## src/rtl/shift_controller64.sv

```systemverilog
// Loads a 64-bit word and shifts it left by a requested amount, one bit per
// cycle, with stall support, a serial output of the bits leaving bit 63 and a completion pulse.
module shift_controller64 (
  input  logic        Clk,
  input  logic        Reset,
  input  logic        Start,
  input  logic [63:0] Data,
  input  logic [5:0]  Amount,
  input  logic        Hold,
  output logic        Busy,
  output logic        Done,
  output logic [63:0] Result,
  output logic        SerialOut,
  output logic        ShiftValid
);

  localparam int unsigned DataW = 64;
  localparam int unsigned CntW  = 6;

  typedef enum logic [1:0] {
    ST_IDLE  = 2'd0,
    ST_SHIFT = 2'd1,
    ST_DONE  = 2'd2
  } state_e;

  state_e             state_q, state_d;
  logic [DataW-1:0]   shreg_q, shreg_d;
  logic [CntW-1:0]    cnt_q, cnt_d;
  logic               serial_q, serial_d;
  logic               valid_q, valid_d;
  logic               busy_q, busy_d;
  logic               done_q, done_d;

  // Next-state, datapath and registered-output decode
  always_comb begin
    state_d  = state_q;
    shreg_d  = shreg_q;
    cnt_d    = cnt_q;
    serial_d = serial_q;
    valid_d  = 1'b0;

    unique case (state_q)
      ST_IDLE: begin
        if (Start) begin
          shreg_d = Data;
          cnt_d   = Amount;
          state_d = (Amount != CntW'(0)) ? ST_SHIFT : ST_DONE;
        end
      end
      ST_SHIFT: begin
        if (!Hold) begin
          shreg_d  = {shreg_q[DataW-2:0], 1'b0};
          serial_d = shreg_q[DataW-1];
          valid_d  = 1'b1;
          cnt_d    = cnt_q - CntW'(1);
          if (cnt_q == CntW'(1)) begin
            state_d = ST_DONE;
          end
        end
      end
      ST_DONE: begin
        state_d = ST_IDLE;
      end
      default: begin
        state_d = ST_IDLE;
      end
    endcase

    busy_d = (state_d != ST_IDLE);
    done_d = (state_d == ST_DONE);
  end

  // Reset dominates Start, Hold and any in-flight job
  always_ff @(posedge Clk) begin
    if (Reset) begin
      state_q  <= ST_IDLE;
      shreg_q  <= '0;
      cnt_q    <= '0;
      serial_q <= 1'b0;
      valid_q  <= 1'b0;
      busy_q   <= 1'b0;
      done_q   <= 1'b0;
    end else begin
      state_q  <= state_d;
      shreg_q  <= shreg_d;
      cnt_q    <= cnt_d;
      serial_q <= serial_d;
      valid_q  <= valid_d;
      busy_q   <= busy_d;
      done_q   <= done_d;
    end
  end

  assign Busy       = busy_q;
  assign Done       = done_q;
  assign Result     = shreg_q;
  assign SerialOut  = serial_q;
  assign ShiftValid = valid_q;

endmodule

```

## config.mk

```make
export PLATFORM = sky130hd
export DESIGN_NAME = shift_controller64
export DESIGN_NICKNAME = d
export VERILOG_FILES = /design/src/rtl/shift_controller64.sv
export SDC_FILE = /design/constraint.sdc
export NUM_CORES = 1
export LEC_CHECK = 0
export CAP_MARGIN = 15
export CORE_UTILIZATION = 47
export CTS_CLUSTER_SIZE = 14
export DETAILED_ROUTE_END_ITERATION = 6
export PLACE_DENSITY = 0.85
export SYNTH_ARGS = -nofsm -noshare
export SYNTH_HDL_FRONTEND = slang
export SYNTH_SLANG_ARGS = --single-unit
```

## constraint.sdc

```tcl
create_clock -name Clk -period 4.3 [get_ports Clk]
set_clock_uncertainty 0.2 [all_clocks]
set_input_delay 0.43 -clock Clk [delete_from_list [all_inputs] [get_ports Clk]]
set_output_delay 0.43 -clock Clk [all_outputs]
set_load 0.02 [all_outputs]
```

## Yosys cells after proc, flatten, opt, wreduce, memory -nomap -nowiden

Cells that the tools add are included.

| storage, ports and cells | value |
|---|---|
| bits in registers | 76 |
| input bits | 74 |
| output and inout bits | 68 |
| logic and storage cells | 34 |

| cells by class | value |
|---|---|
| $add $sub $neg | 1 |
| equality and inequality tests | 5 |
| multiplexer cells | 12 |
| bitwise gates (word level) | 2 |
| reduce and logical (&&, ||, !) cells | 7 |

Operator list:

| cell | count |
|---|---|
| two-way mux 64 bit | 2 |
| one-hot mux 64 bit (2 select lines) | 1 |
| two-way mux 6 bit | 2 |
| one-hot mux 6 bit (2 select lines) | 1 |
| two-way mux 2 bit | 4 |
| equality test 6 x 1 -> 1 bit (second input constant) | 1 |
| nonzero test 6 bit | 1 |
| subtractor 6 x 1 -> 6 bit (second input constant) | 1 |
| inequality test 2 bit (second input constant) | 2 |
| one-hot mux 2 bit (2 select lines) | 1 |
| nonzero test 2 bit | 2 |
| AND reduction 3 bit | 1 |
| equality test 2 x 1 -> 1 bit (second input constant) | 1 |
| equality test 2 bit (second input constant) | 1 |
| logical NOT 2 bit | 1 |
| NOT 1 bit | 2 |
| AND reduction 2 bit | 1 |
| OR reduction 2 bit | 1 |
| two-way mux 1 bit | 1 |

## Logic depth before layout (Yosys ltp)

| depth | value |
|---|---|
| depth after elaboration | 5 |
| mapped depth | 6 |
| depth with buffers taken out | 6 |

## Worst setup path before layout

Ideal clock, no wire load.

| path | value |
|---|---|
| kind | input-to-reg |
| from | input port Reset |
| to | register shreg_q[10], in the netlist Result[10] |
| library setup time | 0.147 ns |
| arrival time | 1.364 ns |
| required time | 3.953 ns |
| slack | 2.589 ns |
| cell stages on the path | 4 |
| buffers on the path | 3 |
| cells stage by stage | clkbuf_1 -> clkbuf_1 -> clkbuf_1 -> a311oi_2 |

RTL lines:

| item | line | source |
|---|---|---|
| start: declaration | 5 | `input logic Reset,` |
| end signal: assignment | 85 | `shreg_q <= shreg_d;` |
| end: declaration | 27 | `logic [DataW-1:0] shreg_q, shreg_d;` |

No word-level cell between the ends.

## Worst setup path after layout

| path | value |
|---|---|
| from | register state_q[1] |
| to | register shreg_q[16], in the netlist Result[16] |

| on the way | value |
|---|---|
| cells in the longest elaborated chain, start to end | 3 |
| elaborated cells on any way between the ends | 7 |
| those cells by class | eq/ne (3); mux (1); reduce/logical (3) |

Ends and longest elaborated chain:

| item | line | source |
|---|---|---|
| start: declaration | 26 | `state_e state_q, state_d;` |
| start signal: assignment | 84 | `state_q <= state_d;` |
| equality test 2 x 1 -> 1 bit or logical NOT 2 bit (tied branches) | 42 | `unique case (state_q)` |
| inequality test 2 bit (no source line) or nonzero test 2 bit (tied branches) | - |  |
| AND reduction 3 bit (no source line) | - |  |

Parallel ways exist; a longest one is shown, timed or not.
A chain may end at the register's enable or synchronous reset.

==> run metrics <==
run status=finished clean; share of layout cells above drive strength 1=0.08065; Core Box Area=7214 µm²; max-slew violations=0; Worst Hold Class=in -> reg; DR iter-0 viols=202; htree depth=3; first-pass GRT wire length=14.97 mm; hold-critical path depth=2; Area growth, synth to finish=47.28%; initial antenna violation count=0; Post-CTS Hold Fix Bufs=0; Total Wirelength=9.556 mm; Total GRT Usage=0.2455; Layout Nets=629; final instance area=between 5000 and 6000 µm²; cells after synthesis=435; capturing point of the worst reg2reg path=Result[16]$_SDFFE_PP0P_; clock latency on the worst-skew pair=0.34 ns; GRT overflow=0; CTS clk-pin slew, worst paths=0.08 ns; drt pass-1 iters=4; via/cell ratio=5.451; R2R setup slack=1.81 ns; Pwr Density=roughly 410 nW/µm²; TritonCTS clock tree=done; root buffer cell=clkbuf_8; Register-to-Register Path Depth=4; Antenna Nets Post-Route=0; largest area contributor in the netlist=dfxtp_1; number of top-level pins=142; Max VDD drop=0.2056 mV; Final Hold Viols=0; Final Cycle Share=0.5786; Net Count, Synth=511; # DRC=0; area post-placement=4872 µm²; dpl cells=640; Post-Syn Area=approximately 3500 µm²; Crit. End Element=flip-flop; hold wc startpoint=Reset; CTS resizes=0; worst slew pin tran=~1.1 ns; Die Width=~88 µm; Final setup viols=0; Diodes inserted=0; largest net degree at the start of global routing=80; critical path startpoint category=flip-flop; critical path class=reg -> reg; Worst Hold End=Result[54]$_SDFFE_PP0P_; Netlist cell types=33; Synth Register Bits=76; Seq/Total Area, Yosys=0.4346; number of cell rows=31; DPL Wire Length=6.322 mm; Critical Path Fanout Max=56; Max clock buf depth=2; final worst path period need=roughly 2.5 ns; Starting Density=0.4853; port buffer count=141; RSZ-0062 raised after global routing=no; Crit Reg-Reg Startpoint=state_q[1]$_SDFF_PP0_; Worst slew margin=0.2695; CTS Buf Count=9; synth warn=0; register area=approximately 1500 µm²; DR vias=3581; die height=88.31 µm; vias in the first global route=3328; fmax=~400 MHz; syn avg cell area=between 8 and 9 µm²; CP Data Arrival Time=2.54 ns; area of the multi-input gates=1775 µm²; leading post-synthesis cells by cell area=dfxtp_1, nand2_1, a311oi_1; final std cells w/o fill=657; die area=7798 µm²; Pleak=1.894 nW; worst endpoint required time=around 4.4 ns; wire length per cell=14.54 µm; Synth top area share=0.4346; Filler Cells Inserted=just under 600; clk sinks=76; TNS Setup=0 ns; max-cap viol count=0; GPL Wtd Cong=0.7927; Post-CTS Setup Repair Bufs=0
[critical path: stages (launching register included)]
cell and delay, ns:
dfxtp_1 0.48, nand2b_2 0.92, buf_4 0.41, nand2_1 0.12, a311oi_2 0.27
[cell type report]
class                           count  area share
Clock buffer                       10     0.02475
Inverter                            2    0.001456
Sequential cell                    76      0.2951
Multi-Input combinational cell    317      0.3443
Tap cell                           99     0.02402
Clock inverter                      6     0.02645
Timing Repair Buffer              147      0.2839
[how the worst max path moves through the flow]
stage	start	end	slack (ns)
final	state_q[1]$_SDFF_PP0_	Result[16]$_SDFFE_PP0P_	1.81
after detailed placement	Hold	Result[14]$_SDFFE_PP0P_	1.66
after global placement	Hold	cnt_q[5]$_SDFFE_PP0P_	1.70
after floorplan	Reset	Result[10]$_SDFFE_PP0P_	2.59
after global routing	state_q[1]$_SDFF_PP0_	Result[16]$_SDFFE_PP0P_	1.65
after CTS	state_q[1]$_SDFF_PP0_	Done$_SDFF_PP0_	1.79
[report_power, final]
part / internal, mW / switching, mW / total [mW]
sequential: 0.781 / 0.0642 / 0.845
clock: 0.445 / 0.266 / 0.712
combinational: 0.275 / 0.305 / 0.580
[state kept, by name, indices dropped and copies added, names as in the netlist]
signal,count
SerialOut,1
Busy,1
ShiftValid,1
Result,64
cnt_q,6
Done,1
state_q,2
[metal layers]
metal / up-vias / routed length, µm / track usage
li1: 1754 / - / -
met1: 1679 / 4063 / 0.3073
met2: 136 / 4647 / 0.3986
met3: 12 / 721 / 0.06437
met4: 0 / 123 / 0.1085
met5: - / 0 / 0
[kinds of logic after synthesis]
| kind of cell | Yosys count | share of synthesized area |
|---|---|---|
| flops | 76 | 0.4346 |
| fa+ha+maj | 2 | 0.007147 |
| mux | 1 | 0.003216 |
| simple gates | 225 | 0.2570 |
| compound gates | 89 | 0.2348 |
| buf+inv | 42 | 0.06326 |
[placed cells by master, fill, tap and decap left out, types with 2 or more instances in the layout]
cell type,instances
dfxtp_1,76
a311oi_1,46
and2_0,2
inv_1,2
nor2_1,72
a21oi_1,11
clkbuf_8,9
nand2b_1,3
nand2_1,133
o211ai_1,2
buf_4,5
o21ai_0,6
nor3_1,5
bufinv_16,4
ha_1,2
clkdlybuf4s50_1,140
a311oi_2,17
a21o_1,2
[through the flow]
step	setup slack [ns]	hold slack (ns)	power, mW	utilization
2_1_floorplan	2.589	0.2586	1.192	-
3_3_place_gp	1.703	0.2678	1.421	0.6753
3_5_place_dp	1.658	0.2824	1.437	0.6753
4_1_cts	1.786	0.2933	2.149	0.7119
5_1_grt	1.646	0.2801	2.236	0.7147
6_report	1.812	0.2843	2.137	0.7147
[synth_stat cells (all sizes together)]
cell type	instances
inv	2
o21a	1
nand3	1
ha	2
nand4b	1
nor4	1
nor2	72
o32ai	1
a21oi	12
nand2b	4
o211ai	2
a22oi	1
a21o	2
nor3	5
dfxtp	76
and2	3
o22a	1
a311oi	63
o21ai	6
buf	28
clkbuf	12
mux2	1
nor2b	2
or4	2
nand2	133
nor4bb	1
Note: power is estimated with default switching activity, not from simulation.
